## src/rtl/store_buffer_pkg.sv

```systemverilog
// Shared definitions for the posted-write store buffer: defaults, size
// encodings, entry layout and the strobe-to-size decoder.
package store_buffer_pkg;

  localparam int SB_DEPTH    = 4;
  localparam int ADDR_W      = 32;
  localparam int WORD_ADDR_W = ADDR_W - 2;
  localparam int STRB_W      = 4;
  localparam int DATA_W      = 32;

  typedef enum logic [1:0] {
    SZ_ILL  = 2'd0,
    SZ_BYTE = 2'd1,
    SZ_HALF = 2'd2,
    SZ_WORD = 2'd3
  } sizeE;

  typedef struct packed {
    logic [WORD_ADDR_W-1:0] wordAddr;
    logic [STRB_W-1:0]      wstrb;
    logic [DATA_W-1:0]      wdata;
  } sbEntryT;

  // Access size follows the number of enabled lanes; 0 or 3 lanes is illegal.
  function automatic sizeE decodeSize(input logic [STRB_W-1:0] strb);
    logic [2:0] ones;
    ones = {2'b0, strb[0]} + {2'b0, strb[1]} + {2'b0, strb[2]} + {2'b0, strb[3]};
    case (ones)
      3'd1:    return SZ_BYTE;
      3'd2:    return SZ_HALF;
      3'd4:    return SZ_WORD;
      default: return SZ_ILL;
    endcase
  endfunction

endpackage

```

## src/rtl/store_lane_align.sv

```systemverilog
// Replicates unaligned store data onto all byte lanes according to the
// access size implied by the strobe; flags illegal strobe patterns.
module store_lane_align
  import store_buffer_pkg::*;
(
  input  logic [STRB_W-1:0] wstrb,
  input  logic [DATA_W-1:0] data,
  output logic [DATA_W-1:0] alignedData,
  output logic              legal
);

  sizeE size;

  assign size = decodeSize(wstrb);

  always_comb begin
    alignedData = data;
    legal       = 1'b1;
    case (size)
      SZ_BYTE: alignedData = {4{data[7:0]}};
      SZ_HALF: alignedData = {2{data[15:0]}};
      SZ_WORD: alignedData = data;
      default: legal = 1'b0;
    endcase
  end

endmodule

```

## src/rtl/store_buffer.sv

```systemverilog
// Posted-write FIFO between the store stage and the data-memory bus, with
// full/empty status and a word-address hazard check for younger loads.
module store_buffer
  import store_buffer_pkg::*;
#(
  parameter int DEPTH = SB_DEPTH
) (
  input  logic        iCLK,
  input  logic        iRST_N,
  input  logic        iRAM_CE,
  input  logic        iRAM_WR,
  input  logic [3:0]  iRAM_WSTRB,
  input  logic [31:0] iRAM_ADDR,
  input  logic [31:0] iRAM_DATA,
  output logic        oFULL,
  output logic        oEMPTY,
  input  logic        iLD_EN,
  input  logic [31:0] iLD_ADDR,
  output logic        oLD_HIT,
  output logic        oBUS_VALID,
  input  logic        iBUS_READY,
  output logic [31:0] oBUS_ADDR,
  output logic [3:0]  oBUS_WSTRB,
  output logic [31:0] oBUS_WDATA
);

  localparam int AW = (DEPTH > 1) ? $clog2(DEPTH) : 1;
  localparam logic [AW:0] CNT_FULL = (AW+1)'(DEPTH);

  logic [AW:0]             count;
  logic [AW-1:0]           wrPtr, rdPtr;
  logic [DEPTH-1:0]        occ, occNext, hitVec;
  logic [WORD_ADDR_W-1:0]  addrMem [DEPTH];
  logic [STRB_W-1:0]       strbMem [DEPTH];
  logic [DATA_W-1:0]       dataMem [DEPTH];
  logic [DATA_W-1:0]       alignedData;
  logic                    legal, push, pop, full, empty;
  sbEntryT                 head;
  logic                    unusedBits;

  store_lane_align uAlign (
    .wstrb      (iRAM_WSTRB),
    .data       (iRAM_DATA),
    .alignedData(alignedData),
    .legal      (legal)
  );

  assign full  = (count == CNT_FULL);
  assign empty = (count == '0);
  assign push  = iRAM_CE & iRAM_WR & legal & ~full;
  assign pop   = ~empty & iBUS_READY;

  // Push and pop never target the same slot: that needs count 0 or DEPTH.
  always_comb begin
    occNext = occ;
    if (pop)  occNext[rdPtr] = 1'b0;
    if (push) occNext[wrPtr] = 1'b1;
  end

  always_ff @(posedge iCLK or negedge iRST_N) begin
    if (!iRST_N) begin
      count <= '0;
      wrPtr <= '0;
      rdPtr <= '0;
      occ   <= '0;
    end else begin
      if (push) wrPtr <= wrPtr + 1'b1;
      if (pop)  rdPtr <= rdPtr + 1'b1;
      case ({push, pop})
        2'b10:   count <= count + 1'b1;
        2'b01:   count <= count - 1'b1;
        default: ;
      endcase
      occ <= occNext;
    end
  end

  // Entry payload is don't-care until occupied, so it carries no reset.
  always_ff @(posedge iCLK) begin
    if (push) begin
      addrMem[wrPtr] <= iRAM_ADDR[31:2];
      strbMem[wrPtr] <= iRAM_WSTRB;
      dataMem[wrPtr] <= alignedData;
    end
  end

  always_comb begin
    head = '0;
    if (!empty) begin
      head.wordAddr = addrMem[rdPtr];
      head.wstrb    = strbMem[rdPtr];
      head.wdata    = dataMem[rdPtr];
    end
  end

  assign oFULL      = full;
  assign oEMPTY     = empty;
  assign oBUS_VALID = ~empty;
  assign oBUS_ADDR  = {head.wordAddr, 2'b00};
  assign oBUS_WSTRB = head.wstrb;
  assign oBUS_WDATA = head.wdata;

  // A popping head still reports a hit; a same-cycle push is not yet occupied.
  for (genvar i = 0; i < DEPTH; i++) begin : gHit
    assign hitVec[i] = occ[i] & (addrMem[i] == iLD_ADDR[31:2]);
  end

  assign oLD_HIT = iLD_EN & (|hitVec);

  assign unusedBits = ^{iRAM_ADDR[1:0], iLD_ADDR[1:0]};

endmodule

```

## config.mk

```make
export PLATFORM = sky130hd
export DESIGN_NAME = store_buffer
export DESIGN_NICKNAME = d
export VERILOG_FILES = /design/src/rtl/store_buffer_pkg.sv /design/src/rtl/store_lane_align.sv /design/src/rtl/store_buffer.sv
export SDC_FILE = /design/constraint.sdc
export NUM_CORES = 1
export LEC_CHECK = 0
export ABC_AREA = 1
export ABC_CLOCK_PERIOD_IN_PS = 4400
export CAP_MARGIN = 20
export CELL_PAD_IN_SITES_DETAIL_PLACEMENT = 1
export CELL_PAD_IN_SITES_GLOBAL_PLACEMENT = 1
export CORE_AREA = 8 8 192 194
export CTS_BUF_LIST = sky130_fd_sc_hd__clkbuf_8
export DETAILED_ROUTE_END_ITERATION = 8
export DIE_AREA = 0 0 200 202
export HOLD_SLACK_MARGIN = 0.06
export PLACE_DENSITY = 0.8
export REMOVE_ABC_BUFFERS = 1
export SETUP_SLACK_MARGIN = 0.3
export SLEW_MARGIN = 30
export SYNTH_ARGS = -nofsm -noshare
export SYNTH_HDL_FRONTEND = slang
export SYNTH_SLANG_ARGS = --single-unit
```

## constraint.sdc

```tcl
create_clock -name iCLK -period 4.4 [get_ports iCLK]
set_input_delay 0.44 -clock iCLK [delete_from_list [all_inputs] [get_ports iCLK]]
set_output_delay 0.44 -clock iCLK [all_outputs]
set_load 0.05 [all_outputs]
```

# Word level (Yosys, flattened, before mapping)
# Memories as Yosys holds them, arrays and structs flattened.
# Cells that the tools add are included.
# Widths: inputs -> output; s select.
# totals
reg_bits	11
ram_bits	264
n_memories	3
# mem_list
name	depth	width	rd	rd_clocked_by_memory_dff	write_ports	line_no	source
dataMem	4	32	1	0	1	store_buffer.sv:35	logic [DATA_W-1:0] dataMem [DEPTH];
addrMem	4	30	5	0	1	store_buffer.sv:33	logic [WORD_ADDR_W-1:0] addrMem [DEPTH];
strbMem	4	4	1	0	1	store_buffer.sv:34	logic [STRB_W-1:0] strbMem [DEPTH];
# op_classes
n_eq_ne	13
n_addsub	7
muxes	13
reduce_logical	6
magnitude_cmp	4
n_bitwise	14
# op_table
cell	count
$eq 30x30->1	4
$mux 66	1
$pmux 32 s2	1
$and 1x1->1	9
$mux 4	2
$add 3x1->3	2
$eq 2x2->1 const B	3
$eq 3x3->1 const B	2
$lt 2x3->1 const B	2
$pmux 2 s3	1
$pmux 3 s2	1
$mux 1	5
$add 2x1->2 const B	2
$and 4x4->4	1
$demux 1 s2	2
$eq 2x1->1 const B	2
$ge 2x1->1 const B	2
$not 4->4	1
$or 4x4->4	1
$reduce_or 4->1	1
$add 3x1->3 const B	1
$eq 3x1->1 const B	1
$eq 3x2->1 const B	1
$logic_not 3->1	1
other kinds (6)	8

# Depth between registers and ports, before layout
# depth
depth_word	12
mapped_depth	18
ltp_nobuf	17

# Hierarchy
# Synthesis repeated with hierarchy kept, for this count alone.
# hier_totals
hier_cells	1423
area_unflattened_um2	13489.2
# by_module_without_submodules
module	cells_per_inst	area_each_um2	n_inst	seq_area_each_um2
store_buffer	1311	12871.1	1	8202.9
store_lane_align	112	618.1	1	0.0

# Least setup slack after synthesis
# Ideal clock, no wire load.
# synth_timing
kind	input -> register
from	input port iRAM_WSTRB[0]
to	memory addrMem[0][0] (netlist name) (enable)
cell_stages	13
required_time_ps	3909
path_buffers	1
arrival_ps	5246
slack_ps	-1337
path_cell_list	ha_1 > inv_1 > fa_1 > inv_1 > ha_1 > nand2_1 > inv_1 > nor3_1 > inv_1 > ha_1 > or3_4 > buf_6 > nor2_1
# synth_via
elab_chain_cells	12
elab_cells_between_ends	16
cone_classes	3 x add/sub; 6 x eq/ne; 4 x mux; 2 x bitwise; 1 x reduce/logical
# synth_rtl
item	line_no	source
from (decl)	store_buffer.sv:12	input logic [3:0] iRAM_WSTRB,
$add 1x1->2 *	store_buffer_pkg.sv:27	ones = {2'b0, strb[0]} + {2'b0, strb[1]} + {2'b0, strb[2]} + {2'b0, strb[3]};
$add 3x1->3 * (2 in a row)	store_buffer_pkg.sv:27	
$eq 3x3->1, or another cell as far along	store_buffer_pkg.sv:28	case (ones)
$pmux 2 s3 *	store_buffer_pkg.sv:28	
$eq 2x1->1 / $eq 2x2->1 (equally long branches)	store_lane_align.sv:19	case (size)
$reduce_or 3->1 (no source line) *	n/a	
$mux 1 *	store_lane_align.sv:19	
$and 1x1->1 * (2 in a row)	store_buffer.sv:50	assign push = iRAM_CE & iRAM_WR & legal & ~full;
$mux 1 *	store_buffer.sv:80	if (push) begin
$mux 1 (not written as such) *	store_buffer.sv:81	addrMem[wrPtr] <= iRAM_ADDR[31:2];
to (decl)	store_buffer.sv:33	
# Mark *: on every way between the ends. The rest lies on a longest branch, timed or not.

# Final worst setup path
# layout_timing
from	register rdPtr[1]
to	output port oBUS_WDATA[19]
# layout_via
elab_chain_cells	2
# layout_rtl
item	line_no	source
from (decl)	store_buffer.sv:31	logic [AW-1:0] wrPtr, rdPtr;
from (signal assigned)	store_buffer.sv:68	if (pop) rdPtr <= rdPtr + 1'b1;
$mem_v2 4x32	n/a	
$mux 66	store_buffer.sv:89	if (!empty) begin
to (decl)	store_buffer.sv:24	output logic [31:0] oBUS_WDATA
# No other way between the ends.

==> flow_summary_export.csv <==
group,metric,value,unit
power_and_ir_drop,pwr-share-seq,29.9,%
sta,fin_skew,25.4,ps
finish,instances_no_fill,2062,
worst_setup_path,reg2reg_depth,9,
power_and_ir_drop,leakagePower,0.00642,uW
min_path,hp-class,"input pin to asynchronous set/reset pin",
logic_synthesis,ys_seq_elements,275,
logic_synthesis,yosysTopAreaCell,"edfxtp_1",
placement,io_buffers,171,
placement,placed_cell_area,15600,um^2
logic_synthesis,synth-edff-count,264,
worst_setup_path,critPathLaunch,"rdPtr[1]$_DFFE_PN0P_",
placement,gp_congestion,0.846,
clock_tree,cts_tree,"built",
global_route,grt.total_usage,21.1,%
worst_setup_path,cpPeakStageDelay,880,ps
sta,fin_crit,3870,ps
power_and_ir_drop,switching_share,47.1,%
finish,final_nets,1692,
sta,rsz0062_at_grt,"no",
clock_tree,cts_hold_repair.buffers,0,
sta,tightest_slew,795,ps
placement,place_inst,1975,
clock_tree,cts_inserted_buffers,48,
global_route,grt_pass1_vias,11595,
power_and_ir_drop,p_switching,5230,uW
logic_synthesis,syn_avg_cell_area,9.59,um^2
clock_tree,cts.path.max_buffers,3,
route,finalWirelength,43300,um
sta,setup_violations,0,
logic_synthesis,ys_seq_area_share,61.3,%
power_and_ir_drop,comb_power_share,51.1,%
sta,drv_slew,0,
clock_tree,clkSinkCount,275,
global_route,grt_first_pass_wirelength,65400,um
route,routed_via_density,5.12,
route,ant_nets,0,
worst_setup_path,critical_path_class,"flop to output port",
worst_setup_path,timing.rr.start,"count[0]$_DFFE_PN0P_",
worst_setup_path,rrSetupSlack,1960,ps
finish,antennaDiodeCount,0,
global_route,antenna_found_initial,2,
clock_tree,cts_setup_buffers,0,
floorplan,initial_core_util,39.4,%
run_status,status,"completed",
clock_tree,htreeDepth,2,
logic_synthesis,synth.top_cell.area_share,59.3,%
clock_tree,cts_resized,0,
sta,maxSlewHeadroom,47.0,%
power_and_ir_drop,power_density,673,nW/um^2
route,num_vias,10560,
route,drt-wirelength-per-cell,21.0,um
floorplan,coreArea,33900,um^2
floorplan,rows,68,
global_route,overflow,0,
logic_synthesis,synthCells,1395,
worst_setup_path,end_kind,"output port",
worst_setup_path,worstPathCellList,"clkinv_2 > buf_4 > nor2_1 > o21ai_0 > a21oi_1 > clkdlybuf4s50_1",
power_and_ir_drop,intPower,5860,uW
route,dr.first_iter.drc_count,655,
sta,post-route-period-util,88.0,%
worst_setup_path,reg2reg_to,"count[1]$_DFFE_PN0P_",
logic_synthesis,synth_top_cells_by_count,"307 x nand2_1, 264 x edfxtp_1, 218 x nor2_1",
logic_synthesis,synthArstFlopShare,4.00,%
worst_setup_path,worstPathMaxFanout,38,
power_and_ir_drop,irDropWorstVdd,0.656,mV
worst_setup_path,crit_arrival,3430,ps
placement,hpwl,29100,um
route,firstDrtPassIters,5,
finish,layout-drive-gt1-share,7.03,%
logic_synthesis,synth.most_common_cell,"nand2_1",
worst_setup_path,cp-endpoint,"oBUS_WDATA[19]",
floorplan,die_y,202,um
power_and_ir_drop,clkPwrFrac,19.0,%
global_route,grt_max_degree,100,
flow_run,maxCapViolCount,0,
clock_tree,ctsRootBufferMaster,"clkbuf_8",
clock_tree,clk_latency,570,ps
worst_setup_path,cp-start-kind,"flop",
worst_setup_path,crit_required,3960,ps
logic_synthesis,synth_area,13400,um^2
logic_synthesis,yosys_warnings,0,
floorplan,die_area,40400,um^2
clock_tree,path_clk_slew,60,ps
logic_synthesis,yosysUniqueCellTypes,32,
finish,areaGrowthSynthToFinish,23.0,%
logic_synthesis,ys.flop_type,"edfxtp_1",
sta,max_freq,0.258,GHz
route,drc_errors,0,
floorplan,io_pins,178,
sta,hold_viol_final,0,
logic_synthesis,synthTopCellsByArea,"edfxtp_1 59%, nand2_1 8.6%, nor2_1 6.1%",
worst_setup_path,crit_slowest_cell,"clkdlybuf4s50_1",
finish,stdcell_area,16500,um^2
floorplan,die_x,200,um
## metal layers
layer	part of all wire (%)	global-route usage [%]	wire length, um	vias up
met1	39	25.7	17100	5092
met3	8.4	4.57	3620	92
li1	-	-	-	4963
met4	3.0	7.41	1310	4
met2	49	36.4	21200	409
met5	0.046	0	20	-
## cells by family (layout without fill, tap and decap cells)
family / after synthesis / after routing / share of synthesized area (%)
flip-flops: 275 / 275 / 61.3
adder cells (fa/ha/maj): 16 / 16 / 1.61
XOR/XNOR: 48 / 48 / 3.14
other: 1 / 2 / 0.0280
AO/OA/AOI/OAI: 283 / 283 / 11.1
AND/OR/NAND/NOR: 543 / 543 / 15.6
buffers and inverters: 229 / 440 / 7.20
## critical path, delay by kind of cell, from the launching register on
kind | cells | cell delay (ps)
DFF | 1 | 370
and+or+nand+nor | 1 | 180
buffers and inverters | 3 | 1840
AOI/OAI and AO/OA | 2 | 430
## power groups by stage
stage               sequential, uW  combinational [uW]  clock (uW)
finish                        3320                5660        2110
global route                  3340                6030        2270
CTS                           3320                5720        2150
detailed placement            3370                5680           0
global placement              3360                5550           0
floorplan                     3460                3380           0
## registers in the layout, indices dropped and copies added (netlist names)
register  flops
addrMem     120
count         3
dataMem     128
occ           4
rdPtr         2
strbMem      16
wrPtr         2
## cells in the final DEF (no fill, tap or decap), types with 5 or more instances in the layout
cell and count:
a21oi_1 112, inv_2 20, nand4_1 11, xor2_1 7, dfrtp_1 9, clkinv_2 6
clkbuf_8 50, buf_4 12, clkinv_1 14, ha_1 14, nor2_1 214, o211ai_1 5
o21ai_1 10, a32oi_1 8, xnor2_1 41, nand2_1 307, buf_12 9, o21ai_0 139
edfxtp_1 264, inv_1 157, clkdlybuf4s50_1 169
## final cells by class
| type | count | area, um^2 |
|---|---|---|
| inverter | 162 | 611 |
| tap | 455 | 569 |
| sequential | 275 | 8210 |
| fill | 3842 | 17500 |
| multi-input combinational | 892 | 4250 |
| clock buffer | 50 | 688 |
| clock inverter | 37 | 159 |
| timing repair buffer | 191 | 1970 |
## stage by stage
| step | total power (uW) | utilization (%) | setup WS [ps] | hold slack, ps | TNS (ps) |
|---|---|---|---|---|---|
| 2_1_floorplan | 6840 | - | -1260 | 144 | -370320 |
| 3_3_place_gp | 8920 | 46.0 | 380 | 477 | 0 |
| 3_5_place_dp | 9050 | 46.0 | 234 | 488 | 0 |
| 4_1_cts | 11200 | 48.5 | 489 | 216 | 0 |
| 5_1_grt | 11600 | 48.5 | 352 | 241 | 0 |
| 6_report | 11100 | 48.5 | 527 | 228 | 0 |
## worst min-delay path by stage
| stage | start | to | slack [ps] |
|---|---|---|---|
| floorplan | iRST_N | count[0]$_DFFE_PN0P_ | 140 |
| global route | iRST_N | wrPtr[0]$_DFFE_PN0P_ | 240 |
| global placement | occ[3]$_DFF_PN0_ | occ[3]$_DFF_PN0_ | 480 |
| finish | iRST_N | count[2]$_DFFE_PN0P_ | 230 |
| CTS | iRST_N | wrPtr[0]$_DFFE_PN0P_ | 220 |
| detailed placement | occ[3]$_DFF_PN0_ | occ[3]$_DFF_PN0_ | 490 |
Power figures use the tool's default switching activity.
